--- src/rtl/mode_sequencer_pkg.sv ---
// Shared constants for the frame-synchronous mode sequencer and the pattern controller.
package mode_sequencer_pkg;

  localparam logic [1:0] CFG_ADDR_STAGED = 2'd0;
  localparam logic [1:0] CFG_ADDR_MASK   = 2'd1;
  localparam logic [1:0] CFG_ADDR_DWELL  = 2'd2;
  localparam logic [1:0] CFG_ADDR_CTRL   = 2'd3;

  localparam int unsigned CTRL_AUTO   = 0;
  localparam int unsigned CTRL_SCROLL = 1;

  localparam logic [2:0] MODE_PASS    = 3'd0;
  localparam logic [2:0] MODE_BARS    = 3'd1;
  localparam logic [2:0] MODE_CHECKER = 3'd2;
  localparam logic [2:0] MODE_GRAD    = 3'd3;
  localparam logic [2:0] MODE_GRID    = 3'd4;
  localparam logic [2:0] MODE_NOISE   = 3'd5;
  localparam logic [2:0] MODE_RINGS   = 3'd6;
  localparam logic [2:0] MODE_SCROLL  = 3'd7;

  typedef enum logic {
    StManual = 1'b0,
    StAuto   = 1'b1
  } seq_state_e;

endpackage

--- src/rtl/mode_sequencer_rr_pick.sv ---
// Round-robin pick of the next enabled mode after cur; cur itself is considered last.
module mode_rr_pick (
  input  logic [2:0] cur,
  input  logic [7:0] mask,
  output logic [2:0] next,
  output logic       found
);

  logic [2:0]  start;
  logic [15:0] dbl;
  logic [7:0]  rot;
  logic [2:0]  offs;

  always_comb begin
    start = cur + 3'd1;
    dbl   = {mask, mask} >> start;
    rot   = dbl[7:0];
    offs  = 3'd0;
    // Descending scan so the lowest set bit of the rotated mask wins.
    for (int i = 7; i >= 0; i--) begin
      if (rot[i]) offs = i[2:0];
    end
    found = |mask;
    next  = start + offs;
  end

endmodule

--- src/rtl/mode_sequencer.sv ---
// Holds live mode params and line offset; commits host or auto-cycle changes only at frame end.
module mode_sequencer
  import mode_sequencer_pkg::*;
#(
  parameter logic [7:0] DEFAULT_DWELL = 8'd60,
  parameter logic [7:0] DEFAULT_MASK  = 8'hFF
) (
  input  logic       clk,
  input  logic       reset,
  input  logic       frame_end,
  input  logic       cfg_valid,
  output logic       cfg_ready,
  input  logic [1:0] cfg_addr,
  input  logic [7:0] cfg_data,
  output logic [7:0] mode_params,
  output logic [7:0] voffset,
  output logic       mode_change,
  output logic       auto_on
);

  logic [7:0] staged, mask, dwell, dcount, dwell_last;
  logic [1:0] ctrl;
  logic       pending, wr, expire, advance, found;
  logic [2:0] next_mode;
  seq_state_e state;

  mode_rr_pick u_pick (
    .cur   (mode_params[6:4]),
    .mask  (mask),
    .next  (next_mode),
    .found (found)
  );

  // Writes are refused on frame_end so a write never races a commit.
  assign cfg_ready = ~frame_end;
  assign wr        = cfg_valid & cfg_ready;
  assign auto_on   = ctrl[CTRL_AUTO];

  always_comb begin
    state      = ctrl[CTRL_AUTO] ? StAuto : StManual;
    dwell_last = (dwell == 8'd0) ? 8'd0 : dwell - 8'd1;
    expire     = (state == StAuto) && (dcount >= dwell_last);
    advance    = expire && found && (next_mode != mode_params[6:4]);
  end

  always_ff @(posedge clk or posedge reset) begin
    if (reset) begin
      mode_params <= 8'd0;
      voffset     <= 8'd0;
      mode_change <= 1'b0;
      staged      <= 8'd0;
      pending     <= 1'b0;
      mask        <= DEFAULT_MASK;
      dwell       <= DEFAULT_DWELL;
      ctrl        <= 2'd0;
      dcount      <= 8'd0;
    end else begin
      mode_change <= 1'b0;
      if (wr) begin
        case (cfg_addr)
          CFG_ADDR_STAGED: begin
            staged  <= cfg_data;
            pending <= 1'b1;
          end
          CFG_ADDR_MASK:  mask  <= cfg_data;
          CFG_ADDR_DWELL: dwell <= cfg_data;
          default: begin
            ctrl <= cfg_data[1:0];
            if (cfg_data[CTRL_AUTO] != ctrl[CTRL_AUTO]) dcount <= 8'd0;
          end
        endcase
      end
      if (frame_end) begin
        if (pending) begin
          mode_params <= staged;
          voffset     <= 8'd0;
          pending     <= 1'b0;
          dcount      <= 8'd0;
          mode_change <= 1'b1;
        end else begin
          case (state)
            StAuto:  dcount <= expire ? 8'd0 : dcount + 8'd1;
            default: dcount <= 8'd0;
          endcase
          if (advance) begin
            mode_params[6:4] <= next_mode;
            voffset          <= 8'd0;
            mode_change      <= 1'b1;
          end else if (ctrl[CTRL_SCROLL]) begin
            voffset <= voffset + 8'd1;
          end
        end
      end
    end
  end

endmodule
--- config.mk ---
export PLATFORM = sky130hd
export DESIGN_NAME = mode_sequencer
export DESIGN_NICKNAME = d
export VERILOG_FILES = /design/src/rtl/mode_sequencer_pkg.sv /design/src/rtl/mode_sequencer_rr_pick.sv /design/src/rtl/mode_sequencer.sv
export SDC_FILE = /design/constraint.sdc
export NUM_CORES = 1
export LEC_CHECK = 0
export ABC_AREA = 1
export CORE_UTILIZATION = 40
export DETAILED_ROUTE_END_ITERATION = 6
export PLACE_DENSITY = 0.71
export SETUP_SLACK_MARGIN = 0.3
export SYNTH_ARGS = -nofsm -noshare
export SYNTH_HDL_FRONTEND = slang
export SYNTH_SLANG_ARGS = --single-unit
export TNS_END_PERCENT = 50
--- constraint.sdc ---
create_clock -name clk -period 4.7 [get_ports clk]
set_input_delay 1.41 -clock clk [delete_from_list [all_inputs] [get_ports clk]]
set_output_delay 1.41 -clock clk [all_outputs]
set_load 0.02 [all_outputs]
==> impl_metrics.py, run 1 <==
metrics = {
    "timing": {
        "fmax_mhz": 251,
        "slew_headroom": 0.285,
        "hold_viol": 0,
        "skew_ns": 0.00993,
        "fin_crit_ns": 3.98,
        "setup_violations": 0,
        "tightest_slew_ns": 1.07,
        "rsz0062_at_grt": "false",
        "slew_viol_final": 0,
        "setup_tns_ns": 0,
        "post-route-period-util": 0.846,
    },
    "place": {
        "place_hpwl_um": 5290,
        "portBuffers": 32,
        "globalplace.congestion": 0.868,
        "placed_cells": 532,
    },
    "die": {
        "die_y_um": 90.6,
        "die-area_sq_um": 8210,
        "start_util": 0.424,
        "rows": 31,
        "coreArea_sq_um": 7410,
        "die_x_um": 90.6,
        "io_pins": 33,
    },
    "detailed_routing": {
        "drtPass1Iterations": 4,
        "ant_nets": 0,
        "via_per_inst": 4.99,
        "wl_per_cell_um": 12.7,
        "vias": 2693,
        "routed_wl_um": 6880,
        "drc": 0,
        "drt-initial-drc-count": 173,
    },
    "power": {
        "irDropWorstVdd_uv": 249,
        "p_per_area_nw_per_um2": 576,
        "p_leak_nw": 1.76,
    },
    "cells_and_area": {
        "fin_cells": 540,
        "final_cell_mix": "130 x nand2_1, 41 x nand3_1, 40 x dfrtp_1",
        "drive_gt1_frac": 0.102,
        "area.growth.synth_to_final_pct": 16.3,
        "antenna_cells": 0,
        "final_common_cell": "nand2_1",
        "fillers": 739,
        "regArea_sq_um": 1320,
        "multi_input_area_sq_um": 1630,
        "nets": 468,
    },
    "global_routing": {
        "grt_pass1_wl_um": 12100,
        "grt_usage": 0.182,
        "grt_pass1_vias": 2656,
        "antenna_found_initial": 0,
        "grt_max_degree": 53,
        "overflow": 0,
    },
    "clock_tree": {
        "clock-sinks": 52,
        "htreeDepth": 2,
        "cts_buffers": 5,
        "cts_tree": "built",
        "clk_pin_slew_ns": 0.10,
        "cts_hold_buf": 0,
        "postCtsSetupBuffers": 0,
        "root_buffer": "clkbuf_8",
        "clockBufferDepth": 2,
        "ctsResizeCount": 0,
        "worstSkewPairLatency_ns": 0.31,
    },
    "synth": {
        "synthesis.area_sq_um": 3140,
        "ys_ff_latch": 52,
        "synth_nets": 434,
        "synth_cell_types": 36,
        "yosysTopAreaCell": "dfrtp_1",
        "syn_inst": 406,
        "yosysWarnings": 0,
        "postSynthAreaPerCell_sq_um": 7.74,
        "yosysSeqAreaShare": 0.419,
        "synth_top_area_frac": 0.319,
        "synth_area_leaders": "dfrtp_1 32%, nand2_1 16%, dfstp_2 10%",
    },
    "critical_path": {
        "cp_max_fo": 3,
        "reg2reg_depth": 19,
        "reg2reg_setup_slack_ns": 1.06,
        "cp-endpoint": "cfg_ready",
        "cp-start-kind": "input port",
        "rr_endpoint": "voffset[4]$_DFFE_PP0P_",
        "path_class": "in2out",
        "crit_start": "frame_end",
        "critical_path_required_ns": 3.29,
        "cp.arrival_ns": 2.57,
        "r2r-start": "mode_params[4]$_DFFE_PP0P_",
        "cp-end-kind": "output port",
    },
    "status": {
        "status": "finished clean",
    },
    "min_path": {
        "hp-class": "reg2reg",
    },
    "run": {
        "cap_viol_max_count": 0,
    },
}
## worst min path at each step
stage / startpoint / cells after the start / slack [ns] / end
detailed placement: staged[5]$_DFFE_PP0P_ / 2 / 0.47 / staged[5]$_DFFE_PP0P_
floorplan: staged[0]$_DFFE_PP0P_ / 2 / 0.45 / staged[0]$_DFFE_PP0P_
global route: staged[5]$_DFFE_PP0P_ / 2 / 0.54 / staged[5]$_DFFE_PP0P_
finish: staged[5]$_DFFE_PP0P_ / 2 / 0.50 / staged[5]$_DFFE_PP0P_
CTS: staged[5]$_DFFE_PP0P_ / 2 / 0.50 / staged[5]$_DFFE_PP0P_
global placement: staged[1]$_DFFE_PP0P_ / 2 / 0.47 / staged[1]$_DFFE_PP0P_
## synth_stat cells
cell      number
a21boi_0       1
a21oi_1        6
a21oi_2        1
a31oi_1        1
and3_1         1
buf_2          1
buf_6          1
clkbuf_1       4
dfrtp_1       40
dfstp_2       12
fa_1           1
ha_1          13
inv_1         38
inv_2          4
inv_4          1
mux2_2         5
nand2_1      130
nand2_2        2
nand2_4        4
nand3_1       41
nand3_2        1
nand3b_1       3
nand4_1        2
nor2_1        18
nor2_2         2
nor2_4         1
nor3_1         6
nor3b_1        1
nor4_1         2
o21a_1         1
o21ai_0       36
o21ai_1        1
o22ai_1        5
or2_2          2
xnor2_1        4
xor2_1        14
## worst max-delay path, stage by stage
cell	delay, ns
clkdlybuf4s50_1	0.42
inv_1	0.12
clkdlybuf4s50_1	0.61
## registers in the layout, indices dropped and copies added, names as in the netlist
| register | cells |
|---|---|
| voffset | 8 |
| mode_change | 1 |
| pending | 1 |
| dcount | 8 |
| mode_params | 8 |
| ctrl | 2 |
| mask | 8 |
| staged | 8 |
| dwell | 8 |
## final cells by class
class | instances | share of cell area
multi-input cells | 305 | 0.446
flip-flops and latches | 52 | 0.360
repair buffers | 33 | 0.0898
inverters | 43 | 0.0449
well taps | 99 | 0.0339
clock buffers | 5 | 0.0188
clock inverters | 3 | 0.00617
## report_power, final
| group | internal, mW | switching, mW |
|---|---|---|
| registers | 0.552 | 0.103 |
| clock network | 0.107 | 0.155 |
| logic | 0.474 | 0.715 |
| total | 1.13 | 0.973 |
## per-layer routing
layer	vias to the layer above	global-route usage	part of all wire	wire (um)
met4	0	0.0591	0.011	78
met1	1249	0.234	0.48	3270
met3	6	0.0278	0.031	213
li1	1385	-	-	-
met2	53	0.311	0.48	3320
met5	-	0	0	0
## logic make-up (layout without fill, tap and decap cells)
| family | Yosys count | after routing | share of synthesized area |
|---|---|---|---|
| compound gates | 52 | 52 | 0.0880 |
| xor+xnor | 18 | 18 | 0.0502 |
| fa+ha+maj | 14 | 14 | 0.0582 |
| buf+inv | 49 | 84 | 0.0621 |
| flops | 52 | 52 | 0.419 |
| mux | 5 | 5 | 0.0179 |
| simple gates | 216 | 216 | 0.304 |
## per-stage QoR
| stage | worst slack [ns] | hold WS, ns | util | power [mW] | area (sq um) |
|---|---|---|---|---|---|
| 4_1_cts | 0.726 | 0.498 | 0.493 | 2.11 | 3650 |
| 3_3_place_gp | 0.745 | 0.469 | 0.481 | 1.82 | 3560 |
| 2_1_floorplan | 1.35 | 0.449 | - | 1.56 | 3140 |
| 3_5_place_dp | 0.729 | 0.474 | 0.481 | 1.84 | 3560 |
| 5_1_grt | 0.599 | 0.539 | 0.493 | 2.34 | 3650 |
| 6_report | 0.723 | 0.497 | 0.493 | 2.10 | 3650 |
(Power assumes the default switching activity.)
==> run 2: changes to the inputs <==
PLACE_DENSITY = 0.73   (was 0.71)
clock period = 3.5 ns   (was 4.7 ns; I/O delays follow)
==> run 2 against run 1 <==
Against the previous run:
- non-clock buffer count up 16
- largest cell class unchanged
- clock skew increased by 0.0031 ns
- clock power rose by 36%
- sequential share of layout area is 3.2 points lower
==> impl_metrics.py, run 2 (synthesis gave the netlist of run 1 again) <==
metrics = {
    "global_routing": {
        "grt_usage": 0.180,
        "grt_pass1_vias": 2665,
        "overflow": 0,
        "grt_max_degree": 24,
        "antenna_found_initial": 0,
        "grt_pass1_wl_um": 12100,
    },
    "critical_path": {
        "cp-start-kind": "flip-flop",
        "r2r-start": "mode_params[5]$_DFFE_PP0P_",
        "cp-end-kind": "flip-flop",
        "critical_path_required_ns": 3.75,
        "cp_max_fo": 5,
        "max_stage_delay_ns": 0.45,
        "cp.arrival_ns": 3.35,
        "path_class": "reg2reg",
        "reg2reg_setup_slack_ns": 0.41,
        "worstPathCellList": "ha_4 > buf_6 > nand3_2 > nand3_2 > nand2_1 > o21ai_1 > nand2_1 > a21boi_2 > ha_2 > fa_2 > xor2_1 > a21oi_1 > nand3_2 > nand2_4 > nand2_8 > nor2_4 > nand2_1 > nand2_1",
        "worst_path_max_delay_cell": "fa_2",
        "crit_start": "mode_params[5]$_DFFE_PP0P_",
        "crit_top_cell": "nand2_1",
    },
    "place": {
        "placed_cells": 535,
        "globalplace.congestion": 0.835,
        "place_hpwl_um": 5290,
        "portBuffers": 32,
    },
    "timing": {
        "slew_headroom": 0.611,
        "setup_violations": 0,
        "tightest_slew_ns": 0.580,
        "skew_ns": 0.0130,
        "rsz0062_at_grt": "true",
        "setup_tns_ns": 0,
        "hold_viol": 0,
        "fmax_mhz": 323,
        "post-route-period-util": 0.884,
        "fin_crit_ns": 3.09,
        "slew_viol_final": 0,
    },
    "min_path": {
        "hp-class": "reg2reg",
        "min-delay-start": "staged[1]$_DFFE_PP0P_",
    },
    "cells_and_area": {
        "drive_gt1_frac": 0.220,
        "final_common_cell": "nand2_1",
        "fin_cells": 558,
        "nets": 486,
        "fillers": 687,
        "regArea_sq_um": 1320,
        "antenna_cells": 0,
        "area.growth.synth_to_final_pct": 27.6,
        "multi_input_area_sq_um": 1840,
        "post-route-util": 0.541,
        "final_cell_mix": "125 x nand2_1, 40 x dfrtp_1, 35 x o21ai_0",
    },
    "detailed_routing": {
        "drc": 0,
        "ant_nets": 0,
        "wl_per_cell_um": 13.5,
        "vias": 2862,
        "via_per_inst": 5.13,
        "drt-initial-drc-count": 172,
        "routed_wl_um": 7520,
        "drtPass1Iterations": 5,
    },
    "die": {
        "rows": 31,
        "die_y_um": 90.6,
        "start_util": 0.424,
        "coreArea_sq_um": 7410,
        "die-area_sq_um": 8210,
        "io_pins": 33,
        "die_x_um": 90.6,
    },
    "run": {
        "cap_viol_max_count": 0,
    },
    "power": {
        "p_per_area_nw_per_um2": 839,
        "irDropWorstVdd_uv": 427,
        "power_mw": 3.36,
        "p_leak_nw": 1.91,
    },
    "clock_tree": {
        "cts_tree": "built",
        "htreeDepth": 2,
        "clk_pin_slew_ns": 0.09,
        "clock-sinks": 52,
        "worstSkewPairLatency_ns": 0.31,
        "cts_buffers": 5,
        "root_buffer": "clkbuf_8",
        "clockBufferDepth": 2,
    },
    "status": {
        "status": "finished clean",
    },
}
-- run 2: path summary, 6_finish.rpt --
check                                          to  cells past startpoint
setup / recovery           voffset[7]$_DFFE_PP0P_                     18
hold / removal              staged[1]$_DFFE_PP0P_                      2
setup reg to reg           voffset[7]$_DFFE_PP0P_                     18
hold reg to reg             staged[1]$_DFFE_PP0P_                      2
max in group asynchronous     mask[0]$_DFFE_PP1P_                      3
min in group asynchronous   dcount[0]$_DFFE_PP0P_                      2
-- run 2: worst max-delay path, delay by kind of cell, from the launching register on --
family | cells | cell delay (ns)
xor gates and xnor gates | 1 | 0.15
AOI/OAI and AO/OA | 3 | 0.40
buffers and inverters | 1 | 0.15
DFF | 1 | 0.43
adders and majority gates | 3 | 0.97
and+or+nand+nor | 10 | 0.94
-- run 2: per-layer routing --
layer | track usage | share of wire | routed length, um | vias to the layer above
met2 | 0.309 | 0.51 | 3810 | 73
met1 | 0.235 | 0.44 | 3300 | 1348
met3 | 0.0253 | 0.041 | 305 | 14
met4 | 0.0524 | 0.014 | 104 | 0
met5 | 0 | 0 | 0 | -
li1 | - | - | - | 1427
-- run 2: metrics by stage --
| step | instance area, sq um | worst slack [ns] | hold WS, ns |
|---|---|---|---|
| after floorplan | 3140 | 0.300 | 0.449 |
| after global placement | 3580 | 0.192 | 0.468 |
| after detailed placement | 3580 | 0.127 | 0.475 |
| after CTS | 3710 | 0.318 | 0.500 |
| after global routing | 4010 | 0.212 | 0.526 |
| final | 4010 | 0.406 | 0.497 |
-- run 2: what timing repair did --
item / in CTS / in global routing
setup endpoints to repair: 13 / 12
endpoints found under the hold margin: 0 / 0
pin swaps: 0 / 12
cloned: 0 / 2
gates resized for setup: 5 / 52
buffers inserted: 1 / 12
hold buffers: 0 / 0
-- run 2: power breakdown --
part           internal, mW  switching, mW  total [mW]  leakage, nW
Sequential            0.741          0.124       0.865        0.650
Combinational         0.929           1.21        2.14         1.21
Clock                 0.162          0.195       0.357       0.0516
Total                  1.83           1.53        3.36         1.91
-- run 2: area by class of cell --
type                            count  share of cell area
Timing Repair Buffer               49               0.114
Clock inverter                      2             0.00343
Clock buffer                        6              0.0206
Multi-Input combinational cell    307               0.459
Tap cell                           99              0.0309
Sequential cell                    52               0.328
Inverter                           43              0.0434
==> run 3: changes to the inputs <==
CTS_CLUSTER_DIAMETER = 120   (was default)
CTS_CLUSTER_SIZE = 25   (was default)
==> results of run 3 <==
Final layout, timing and power as in run 2 (identical DEF).
